--- src/rtl/alu_serial_ctrl_if.sv ---
// alu_serial_ctrl_if
// Groups the command handshake and the 1-bit ALU slice bus of the
// bit-serial sequencer.
//   master : command source (drives start/cmd_*, receives status/result)
//   slave  : the sequencer itself
//   alu    : the combinational 1-bit ALU slice
// Signals:
//   start, cmd_a, cmd_b, cmd_ainv, cmd_binv, cmd_cin, cmd_op -> command
//   busy, done, err, result, cout, zero, ovf                 <- status
//   slice_a, slice_b, slice_ainv, slice_binv, slice_cin,
//   slice_op                                                  -> slice
//   slice_res, slice_cout                                     <- slice
interface alu_serial_ctrl_if #(
    parameter int unsigned WIDTH = 8
);
    logic             start;
    logic [WIDTH-1:0] cmd_a;
    logic [WIDTH-1:0] cmd_b;
    logic             cmd_ainv;
    logic             cmd_binv;
    logic             cmd_cin;
    logic [1:0]       cmd_op;

    logic             busy;
    logic             done;
    logic             err;
    logic [WIDTH-1:0] result;
    logic             cout;
    logic             zero;
    logic             ovf;

    logic             slice_a;
    logic             slice_b;
    logic             slice_ainv;
    logic             slice_binv;
    logic             slice_cin;
    logic [1:0]       slice_op;
    logic             slice_res;
    logic             slice_cout;

    modport master (
        output start, cmd_a, cmd_b, cmd_ainv, cmd_binv, cmd_cin, cmd_op,
        input  busy, done, err, result, cout, zero, ovf
    );

    modport slave (
        input  start, cmd_a, cmd_b, cmd_ainv, cmd_binv, cmd_cin, cmd_op,
        output busy, done, err, result, cout, zero, ovf,
        output slice_a, slice_b, slice_ainv, slice_binv, slice_cin, slice_op,
        input  slice_res, slice_cout
    );

    modport alu (
        input  slice_a, slice_b, slice_ainv, slice_binv, slice_cin, slice_op,
        output slice_res, slice_cout
    );
endinterface

--- src/rtl/alu_serial_ctrl.sv ---
// alu_serial_ctrl
// Bit-serial sequencer: evaluates a WIDTH-bit AND/OR/ADD one bit per clock,
// LSB first, by driving a single combinational 1-bit ALU slice and feeding
// the registered slice carry back as the next carry-in.
// Ports:
//   clk    : rising-edge clock
//   rst_n  : synchronous active-low reset
//   bus    : alu_serial_ctrl_if.slave (command handshake + slice bus)
// Parameters:
//   WIDTH  : operand/result width, minimum 2
// Configuration:
//   ALU_SERIAL_FLAGS_EN : when defined, builds the zero/ovf flag logic;
//                         otherwise zero and ovf are tied to 0.
module alu_serial_ctrl #(
    parameter int unsigned WIDTH = 8
) (
    input  logic               clk,
    input  logic               rst_n,
    alu_serial_ctrl_if.slave   bus
);

    localparam int unsigned CW = $clog2(WIDTH);

    localparam logic [1:0] OP_ADD = 2'b10;
    localparam logic [1:0] OP_ILL = 2'b11;

    typedef enum logic [1:0] {
        IDLE = 2'd0,
        RUN  = 2'd1,
        DONE = 2'd2
    } state_t;

    state_t           state_q;
    logic [WIDTH-1:0] a_q;
    logic [WIDTH-1:0] b_q;
    logic             ainv_q;
    logic             binv_q;
    logic             cin_q;
    logic [1:0]       op_q;
    logic [CW-1:0]    cnt_q;
    logic             carry_q;
    logic [WIDTH-1:0] result_q;
    logic             cout_q;
    logic             busy_q;
    logic             done_q;
    logic             err_q;

    logic             slice_cin_d;
    logic [WIDTH-1:0] result_d;
    logic             last_bit;

    assign last_bit = (cnt_q == CW'(WIDTH - 1));
    assign result_d = {bus.slice_res, result_q[WIDTH-1:1]};

    // Slice inputs are only live while running; forced to 0 otherwise.
    always_comb begin
        bus.slice_a    = 1'b0;
        bus.slice_b    = 1'b0;
        bus.slice_ainv = 1'b0;
        bus.slice_binv = 1'b0;
        bus.slice_op   = 2'b00;
        slice_cin_d    = (cnt_q == '0) ? cin_q : carry_q;
        bus.slice_cin  = 1'b0;
        if (state_q == RUN) begin
            bus.slice_a    = a_q[cnt_q];
            bus.slice_b    = b_q[cnt_q];
            bus.slice_ainv = ainv_q;
            bus.slice_binv = binv_q;
            bus.slice_op   = op_q;
            bus.slice_cin  = slice_cin_d;
        end
    end

`ifdef ALU_SERIAL_FLAGS_EN
    logic zero_q;
    logic cin_msb_q;
`endif

    always_ff @(posedge clk) begin
        if (!rst_n) begin
            state_q   <= IDLE;
            a_q       <= '0;
            b_q       <= '0;
            ainv_q    <= 1'b0;
            binv_q    <= 1'b0;
            cin_q     <= 1'b0;
            op_q      <= 2'b00;
            cnt_q     <= '0;
            carry_q   <= 1'b0;
            result_q  <= '0;
            cout_q    <= 1'b0;
            busy_q    <= 1'b0;
            done_q    <= 1'b0;
            err_q     <= 1'b0;
`ifdef ALU_SERIAL_FLAGS_EN
            zero_q    <= 1'b0;
            cin_msb_q <= 1'b0;
`endif
        end else begin
            done_q <= 1'b0;
            err_q  <= 1'b0;
            case (state_q)
                IDLE: begin
                    if (bus.start) begin
                        if (bus.cmd_op == OP_ILL) begin
                            err_q <= 1'b1;
                        end else begin
                            a_q      <= bus.cmd_a;
                            b_q      <= bus.cmd_b;
                            ainv_q   <= bus.cmd_ainv;
                            binv_q   <= bus.cmd_binv;
                            cin_q    <= bus.cmd_cin;
                            op_q     <= bus.cmd_op;
                            cnt_q    <= '0;
                            result_q <= '0;
                            busy_q   <= 1'b1;
                            state_q  <= RUN;
                        end
                    end
                end
                RUN: begin
                    result_q <= result_d;
                    carry_q  <= bus.slice_cout;
                    cnt_q    <= cnt_q + 1'b1;
                    if (last_bit) begin
                        cout_q  <= bus.slice_cout;
                        done_q  <= 1'b1;
                        state_q <= DONE;
`ifdef ALU_SERIAL_FLAGS_EN
                        zero_q    <= (result_d == '0);
                        cin_msb_q <= (op_q == OP_ADD) ? bus.slice_cin : 1'b0;
`endif
                    end
                end
                DONE: begin
                    busy_q  <= 1'b0;
                    state_q <= IDLE;
                end
                default: begin
                    busy_q  <= 1'b0;
                    state_q <= IDLE;
                end
            endcase
        end
    end

    assign bus.busy   = busy_q;
    assign bus.done   = done_q;
    assign bus.err    = err_q;
    assign bus.result = result_q;
    assign bus.cout   = cout_q;

`ifdef ALU_SERIAL_FLAGS_EN
    assign bus.zero = zero_q;
    // Signed overflow: carry into the MSB differs from carry out of it.
    assign bus.ovf  = (op_q == OP_ADD) & (cin_msb_q ^ cout_q);
`else
    assign bus.zero = 1'b0;
    assign bus.ovf  = 1'b0;
`endif

endmodule

--- src/flat_wrapper.sv ---
// flat-port wrapper written by rule: the top's interface ports become plain ports
module alu_serial_ctrl_flat 
#(
    parameter int unsigned WIDTH = 8
)
  (clk, rst_n, bus_start, bus_cmd_a, bus_cmd_b, bus_cmd_ainv, bus_cmd_binv, bus_cmd_cin, bus_cmd_op, bus_busy, bus_done, bus_err, bus_result, bus_cout, bus_zero, bus_ovf, bus_slice_a, bus_slice_b, bus_slice_ainv, bus_slice_binv, bus_slice_cin, bus_slice_op, bus_slice_res, bus_slice_cout);
  alu_serial_ctrl_if #(.WIDTH(WIDTH)) bus_i ();
  input  logic clk;
  input  logic rst_n;
  input wire logic [$bits(bus_i.start)-1:0] bus_start;
  input wire logic [$bits(bus_i.cmd_a)-1:0] bus_cmd_a;
  input wire logic [$bits(bus_i.cmd_b)-1:0] bus_cmd_b;
  input wire logic [$bits(bus_i.cmd_ainv)-1:0] bus_cmd_ainv;
  input wire logic [$bits(bus_i.cmd_binv)-1:0] bus_cmd_binv;
  input wire logic [$bits(bus_i.cmd_cin)-1:0] bus_cmd_cin;
  input wire logic [$bits(bus_i.cmd_op)-1:0] bus_cmd_op;
  output wire logic [$bits(bus_i.busy)-1:0] bus_busy;
  output wire logic [$bits(bus_i.done)-1:0] bus_done;
  output wire logic [$bits(bus_i.err)-1:0] bus_err;
  output wire logic [$bits(bus_i.result)-1:0] bus_result;
  output wire logic [$bits(bus_i.cout)-1:0] bus_cout;
  output wire logic [$bits(bus_i.zero)-1:0] bus_zero;
  output wire logic [$bits(bus_i.ovf)-1:0] bus_ovf;
  output wire logic [$bits(bus_i.slice_a)-1:0] bus_slice_a;
  output wire logic [$bits(bus_i.slice_b)-1:0] bus_slice_b;
  output wire logic [$bits(bus_i.slice_ainv)-1:0] bus_slice_ainv;
  output wire logic [$bits(bus_i.slice_binv)-1:0] bus_slice_binv;
  output wire logic [$bits(bus_i.slice_cin)-1:0] bus_slice_cin;
  output wire logic [$bits(bus_i.slice_op)-1:0] bus_slice_op;
  input wire logic [$bits(bus_i.slice_res)-1:0] bus_slice_res;
  input wire logic [$bits(bus_i.slice_cout)-1:0] bus_slice_cout;
  assign bus_i.start = bus_start;
  assign bus_i.cmd_a = bus_cmd_a;
  assign bus_i.cmd_b = bus_cmd_b;
  assign bus_i.cmd_ainv = bus_cmd_ainv;
  assign bus_i.cmd_binv = bus_cmd_binv;
  assign bus_i.cmd_cin = bus_cmd_cin;
  assign bus_i.cmd_op = bus_cmd_op;
  assign bus_busy = bus_i.busy;
  assign bus_done = bus_i.done;
  assign bus_err = bus_i.err;
  assign bus_result = bus_i.result;
  assign bus_cout = bus_i.cout;
  assign bus_zero = bus_i.zero;
  assign bus_ovf = bus_i.ovf;
  assign bus_slice_a = bus_i.slice_a;
  assign bus_slice_b = bus_i.slice_b;
  assign bus_slice_ainv = bus_i.slice_ainv;
  assign bus_slice_binv = bus_i.slice_binv;
  assign bus_slice_cin = bus_i.slice_cin;
  assign bus_slice_op = bus_i.slice_op;
  assign bus_i.slice_res = bus_slice_res;
  assign bus_i.slice_cout = bus_slice_cout;
  alu_serial_ctrl #(.WIDTH(WIDTH)) u_core (.clk(clk), .rst_n(rst_n), .bus(bus_i));
endmodule
--- config.mk ---
export PLATFORM = sky130hd
export DESIGN_NAME = alu_serial_ctrl_flat
export DESIGN_NICKNAME = d
export VERILOG_FILES = /design/src/rtl/alu_serial_ctrl_if.sv /design/src/rtl/alu_serial_ctrl.sv /design/src/flat_wrapper.sv
export SDC_FILE = /design/constraint.sdc
export NUM_CORES = 1
export LEC_CHECK = 0
export CAP_MARGIN = 15
export CORE_UTILIZATION = 42
export CTS_BUF_LIST = sky130_fd_sc_hd__clkbuf_16
export DETAILED_ROUTE_END_ITERATION = 6
export PLACE_DENSITY = 0.77
export SLEW_MARGIN = 20
export SYNTH_ARGS = -nofsm -noshare
export SYNTH_HDL_FRONTEND = slang
export SYNTH_SLANG_ARGS = --single-unit
--- constraint.sdc ---
create_clock -name clk -period 1.3 [get_ports clk]
set_input_delay 0.26 -clock clk [delete_from_list [all_inputs] [get_ports clk]]
set_output_delay 0.26 -clock clk [all_outputs]
set_load 0.02 [all_outputs]
==> impl_results.md, run 1 <==
- Initial core utilization: between 40% and 50%
- Root buf cell: clkbuf_16
- Yosys warning total: 0
- Worst hold path type: reg -> reg
- H-tree depth: 2
- RSZ-0062 raised after global routing: yes
- Initial DRC Count: between 100 and 150
- Post-synthesis register bit count: 39
- Final Max Tran Viols: 0
- Register area: slightly below 800 sq um
- Fin. Hold Viols: 0
- Max VDD drop: 0.750 mV
- F_max: approximately 530 MHz
- Router iterations before antenna repair: 4
- Largest net degree at the start of global routing: 22
- # diodes: 0
- Setup TNS: -2.07 ns
- R2r setup slk: -0.08 ns
- Failing checks: negative setup slack
- Async SR Flop Fraction: 0%
- Kind of critical path: reg -> out
- Crit path buffers/inverters: 3
- Worst Setup Start Kind: flip-flop
- Crit path setup slack, layout: -0.601 ns
- Pwr dens: roughly 1100 mW/mm^2
- Crit-path max FO: 7
- Via Count: around 1.7k
- Cell mode on critical path: buf_4
- Worst reg2reg endpoint: u_core.cnt_q[2]$_SDFFE_PN0P_
- P_leak: roughly 1.1 nW
- Routed len/inst: 16.9 um
- Reg2Reg Depth: 4
- Endpoint, Worst Hold: u_core.carry_q$_SDFFE_PN0N_
- Top_reg_cell synth: dfxtp_1
- Min-delay src: u_core.carry_q$_SDFFE_PN0N_
- Post-synth EDFFs: 0
- Nets: around 280
- Worst Skew: around 0.0040 ns
- Reg2Reg Launch Point: u_core.cnt_q[0]$_SDFFE_PN0P_
- Post-Syn Area per Cell: a little under 9 sq um
- Filler cells: ~290
- Overall power: between 3 and 4 mW
- Cts hold-fix bufs: 0
- CP Capture Type: output pin
- Initial antenna violation count: 0
- Commonest non-fill, non-tap cells in the layout: dfxtp_1 (35), a21oi_1 (23), clkdlybuf4s50_1 (22)
- Chip width: around 65 um
- Max incr delay on CP: about 0.42 ns
- Most common cell after layout, fill and taps aside: dfxtp_1
- Status: finished with violations
- Hold depth: 2
- Slowest CP cell: a2111oi_1
- Vias in the first global route: 1,653
- Ports: 47
- Post-Route WL: between 5000 and 6000 um
- Total CTS buffers: 5
- Top delay family on crit path: buffers and inverters
- CTS sink count: 39
- Critical-path cell list: buf_4 -> a2111oi_1 -> buf_4 -> nor4_4 -> buf_4
- GR Overflow Total: 0
- Row cnt: 22
- Crit path required time: 1.04 ns
- Cell area after synthesis: 0.00168 sq mm
- Die height: ~65 um
- Post-Synthesis Cells: between 150 and 200
- Final Cycle Share: 146%
- Clock Latency Late Sink: ~0.28 ns
- Vias per cell: 5.75
- Multi-input gate area: 0.00100 sq mm
- Maximum clock path buffer count: 2
- Worst-path clk slew: 0.06 ns
- IO buf count: 44
- TritonCTS clock tree: done
- Final setup violation count: 16
- Minimum clock period: about 1.9 ns
- DRC violation count after routing: 0
- Final GP Congestion: 0.796
- Area Overhead vs Synth: 59.7%
- Die area: 0.00426 sq mm
- HPWL Detailed: approximately 3100 um
- Synth cell types: 33
- Routed Antenna Nets: 0
- Seq/Total Area, Yosys: between 40% and 50%
- Core area: between 0.003 and 0.004 sq mm
- GRT Overall Usage: 24.3%
- First-pass GRT wire length: 7780 um
- Max-cap violation count: 0
- Crit path DAT: around 1.6 ns
- Worst slack, placed: -0.642 ns
- Share of cells above drive strength 1: between 30% and 40%
==> worst max path at each step <==
stage,depth (start not counted),slack (ns),from,endpoint
6_report,5,-0.60,u_core.cnt_q[0]$_SDFFE_PN0P_,bus_slice_a
5_1_grt,4,-0.61,u_core.cnt_q[0]$_SDFFE_PN0P_,bus_slice_b
4_1_cts,4,-0.55,u_core.cnt_q[0]$_SDFFE_PN0P_,bus_slice_b
3_5_place_dp,4,-0.64,u_core.cnt_q[0]$_SDFFE_PN0P_,bus_slice_a
3_3_place_gp,4,-0.61,u_core.cnt_q[0]$_SDFFE_PN0P_,bus_slice_a
2_1_floorplan,6,-0.08,u_core.cnt_q[0]$_SDFFE_PN0P_,bus_slice_cin
==> final cells by class <==
| class | count | area share (%) |
|---|---|---|
| multi-input combinational | 134 | 37.3 |
| sequential | 39 | 29.6 |
| timing repair buffer | 68 | 25.1 |
| clock buffer | 5 | 4.66 |
| tap | 48 | 2.24 |
| inverter | 5 | 0.699 |
| clock inverter | 3 | 0.466 |
==> layer usage <==
| layer | global-route usage, % | up-vias | part of all wire, % |
|---|---|---|---|
| met4 | 8.42 | 0 | 1.5 |
| met1 | 30.5 | 839 | 41 |
| li1 | - | 815 | - |
| met3 | 5.73 | 12 | 5.7 |
| met2 | 40.6 | 71 | 52 |
| met5 | 0 | - | 0 |
==> sequential cells by signal, summed over array words and instances, names as in the netlist, 2 cells and up <==
signal,flops
u_core.cnt_q,3
u_core.state_q,2
u_core.b_q,8
u_core.op_q,2
u_core.a_q,8
u_core.bus.result,8
==> worst register-to-register path, delay by kind of cell (launching register included) <==
| kind | cells | cell delay, ns |
|---|---|---|
| flops | 1 | 0.38 |
| buf+inv | 1 | 0.16 |
| fa+ha+maj | 2 | 0.45 |
| compound gates | 1 | 0.29 |
==> cell usage after synthesis, drive strengths merged, types with 2 or more instances <==
cell type | instances | share of area [%]
dfxtp | 39 | 46
a21oi | 25 | 7.4
o21ai | 22 | 6.6
nand3 | 21 | 6.3
buf | 11 | 4.3
nand2 | 11 | 2.5
nor2b | 9 | 3.4
clkbuf | 6 | 1.4
o22ai | 6 | 2.2
and2 | 5 | 1.9
inv | 4 | 0.89
nor3 | 4 | 1.2
o221a | 4 | 2.7
ha | 3 | 2.2
nor2 | 3 | 0.67
a2111oi | 2 | 1.0
a211oi | 2 | 0.89
mux4 | 2 | 2.7
nand2b | 2 | 0.74
nor4 | 2 | 0.74
==> per-stage QoR <==
stage	area (sq um)	utilization (%)	hold WS, ns	cells
2_1_floorplan	1760	-	0.396	192
3_3_place_gp	2320	62.0	0.445	287
3_5_place_dp	2320	62.0	0.453	287
4_1_cts	2560	68.3	0.460	300
5_1_grt	2680	71.7	0.485	302
6_report	2680	71.7	0.459	302
==> cells by family (layout without fill, tap and decap cells) <==
family / count (synthesis) / in the layout / synth area share [%]
AOI/OAI and AO/OA: 63 / 63 / 21.9
adders and majority gates: 3 / 3 / 2.23
buffers and inverters: 22 / 81 / 6.85
DFF: 39 / 39 / 46.5
muxes: 3 / 3 / 3.28
other: 1 / 2 / 0.223
and+or+nand+nor: 60 / 63 / 19.1
==> repair_timing <==
| item | 4_1_cts | 5_1_grt |
|---|---|---|
| gates resized for setup | 84 | 36 |
| setup endpoints to repair | 42 | 42 |
| setup buffers | 2 | 1 |
| pin swaps | 10 | 20 |
| cloned | 3 | 2 |
==> where the power goes <==
group          leakage, nW  switching [mW]  total [mW]  internal [mW]
Clock               0.0762           0.435        1.13          0.692
Sequential           0.321          0.0548        1.31           1.25
Combinational        0.676           0.298       0.624          0.326
(Power assumes the default switching activity.)
==> run 2: changes to the inputs <==
--- a/config.mk
+++ b/config.mk
@@ -6,10 +6,11 @@
 export NUM_CORES = 1
 export LEC_CHECK = 0
 export CAP_MARGIN = 15
-export CORE_UTILIZATION = 42
+export CORE_UTILIZATION = 50
 export CTS_BUF_LIST = sky130_fd_sc_hd__clkbuf_16
+export CTS_CLUSTER_DIAMETER = 80
 export DETAILED_ROUTE_END_ITERATION = 6
-export PLACE_DENSITY = 0.77
+export PLACE_DENSITY = 0.86
 export SLEW_MARGIN = 20
 export SYNTH_ARGS = -nofsm -noshare
 export SYNTH_HDL_FRONTEND = slang
==> constraint.sdc (replaced) <==
create_clock -name clk -period 2.4 [get_ports clk]
set_input_delay 0.48 -clock clk [delete_from_list [all_inputs] [get_ports clk]]
set_output_delay 0.48 -clock clk [all_outputs]
set_load 0.02 [all_outputs]
==> run 2 against run 1 <==
Via count decreased by 11%. Utilization is 1.5 points higher. Total power is 49% lower. Clock power decreased by 45%. Global-route usage is 0.38 points higher. Combinational power fell by 64%. Critical endpoint is now bus_slice_binv. Flip-flop and latch count is the same. Non-clock buffer count down 15. Clock skew fell by 0.0013 ns. The flow now finishes without violations.
==> impl_results.md, run 2 (synthesis results as in run 1) <==
- Largest net degree at the start of global routing: 23
- F_max: ~440 MHz
- Crit path buffers/inverters: 2
- Kind of critical path: reg -> out
- Final Max Tran Viols: 0
- Clock Latency Late Sink: roughly 0.28 ns
- H-tree depth: 2
- Crit-path max FO: 6
- Slowest CP cell: clkdlybuf4s50_1
- Vias in the first global route: around 1.4k
- Final setup violation count: 0
- Worst reg2reg endpoint: u_core.bus.cout$_SDFFE_PN0P_
- Crit path DAT: ~1.8 ns
- # diodes: 0
- CTS sink count: 39
- Maximum clock path buffer count: 2
- Worst hold path type: reg -> reg
- Sw Share: about a quarter
- Internal Pwr Total: between 1 and 1.5 mW
- Crit path setup slack, layout: 0.105 ns
- Vias per cell: approximately 5.6
- Die height: ~60 um
- Worst slack, placed: roughly 0.05 ns
- Router iterations before antenna repair: 4
- Cts hold-fix bufs: 0
- TritonCTS clock tree: done
- DRC violation count after routing: 0
- Most common cell after layout, fill and taps aside: clkdlybuf4s50_1
- Initial antenna violation count: 0
- Initial core utilization: between 50% and 60%
- Pwr dens: roughly 680 mW/mm^2
- Minimum clock period: between 2 and 2.5 ns
- Post-Route WL: a little over 4000 um
- Worst-path clk slew: roughly 0.050 ns
- Fin. Hold Viols: 0
- Reg2Reg Launch Point: u_core.cnt_q[0]$_SDFFE_PN0P_
- Reg2Reg Depth: 6
- Ports: 47
- Via Count: 1,554
- Combinational power share: 14.5%
- Root buf cell: clkbuf_16
- Nets: between 200 and 300
- Chip width: between 50 and 60 um
- Postcts setup bufs: 0
- Tightest Pin Transition: 0.622 ns
- Status: completed
- Worst Setup Start Kind: flip-flop
- Clock power frac: 39.8%
- Setup TNS: 0 ns
- Crit path required time: 1.92 ns
- GRT Overall Usage: between 20% and 30%
- GR Overflow Total: 0
- Final GP Congestion: approximately 0.79
- P_leak: between 0.8 and 0.9 nW
- Worst Skew: 0.00271 ns
- Die area: 0.00360 sq mm
- Routed len/inst: approximately 14 um
- Share of cells above drive strength 1: between 10% and 20%
- Routed Antenna Nets: 0
- Final Cycle Share: between 90% and 100%
- R2r setup slk: 1.00 ns
- Area Overhead vs Synth: 36.2%
- CP Capture Type: output pin
- Initial DRC Count: between 100 and 150
- Total CTS buffers: 5
- Max-cap violation count: 0
- RSZ-0062 raised after global routing: no
- Worst Setup SP: u_core.state_q[0]$_SDFFE_PN0P_
- First-pass GRT wire length: 6470 um
- Worst setup path end: bus_slice_binv
- IO buf count: 44
- Seq pwr share: between 40% and 50%
- Relative slew slack: between 50% and 60%
- Commonest non-fill, non-tap cells in the layout: clkdlybuf4s50_1 (41), dfxtp_1 (37), a21oi_1 (25)
- WP depth: 4
- Core area: 0.00313 sq mm
- Net load switching power: around 0.38 mW
- Top delay family on crit path: buffers and inverters
- Row cnt: 20
- Critical-path cell list: nor2b_2 -> buf_4 -> and2_1 -> clkdlybuf4s50_1
- Max incr delay on CP: around 0.6 ns
- Hold slack: ~0.45 ns
- HPWL Detailed: 2760 um
- Max VDD drop: between 0.3 and 0.4 mV
-- run 2: through the flow --
step / instances / utilization, % / cell area, sq um / power, mW
global route: 280 / 73.2 / 2290 / 1.61
finish: 280 / 73.2 / 2290 / 1.55
CTS: 280 / 73.1 / 2290 / 1.55
detailed placement: 272 / 68.8 / 2150 / 0.943
global placement: 272 / 68.8 / 2150 / 0.936
floorplan: 192 / - / 1680 / 0.849
-- run 2: repair_timing --
item | CTS | global route
hold endpoints to repair | 0 | 0
endpoints found under the setup margin | 3 | 2
gates cloned | 0 | 0
resized for setup | 5 | 1
-- run 2: worst min path at each step --
stage / startpoint / to / slack [ns] / depth (start not counted)
3_5_place_dp: u_core.carry_q$_SDFFE_PN0N_ / u_core.carry_q$_SDFFE_PN0N_ / 0.45 / 2
2_1_floorplan: u_core.carry_q$_SDFFE_PN0N_ / u_core.carry_q$_SDFFE_PN0N_ / 0.44 / 2
4_1_cts: u_core.carry_q$_SDFFE_PN0N_ / u_core.carry_q$_SDFFE_PN0N_ / 0.46 / 2
5_1_grt: u_core.binv_q$_SDFFE_PN0P_ / u_core.binv_q$_SDFFE_PN0P_ / 0.49 / 2
6_report: u_core.carry_q$_SDFFE_PN0N_ / u_core.carry_q$_SDFFE_PN0N_ / 0.45 / 2
3_3_place_gp: u_core.carry_q$_SDFFE_PN0N_ / u_core.carry_q$_SDFFE_PN0N_ / 0.45 / 2
-- run 2: layer usage --
| layer | share of wire [%] | wire [um] | global-route usage (%) | vias up |
|---|---|---|---|---|
| li1 | - | - | - | 770 |
| met1 | 46 | 1850 | 30.9 | 733 |
| met2 | 48 | 1920 | 40.6 | 46 |
| met3 | 5.0 | 203 | 6.49 | 5 |
| met4 | 1.6 | 64 | 9.30 | 0 |
| met5 | 0 | 0 | 0 | - |
-- run 2: cell type report --
cell class | instances | area, sq um
timing repair buffer | 53 | 504
clock buffer | 5 | 125
inverter | 5 | 18.8
clock inverter | 3 | 11.3
tap | 44 | 55.1
sequential | 39 | 783
multi-input combinational | 131 | 791
fill | 242 | 840
-- run 2: power by group through the flow --
stage	logic, mW	registers [mW]	clock network (mW)
after floorplan	0.134	0.715	0
after global placement	0.218	0.718	0
after detailed placement	0.224	0.719	0
after CTS	0.224	0.706	0.624
after global routing	0.245	0.710	0.651
final	0.224	0.707	0.616
-- run 2: worst min-delay path, stage by stage, from the launching register on --
cell and delay, ns:
dfxtp_1 0.30, nand2_1 0.05, a21oi_1 0.05
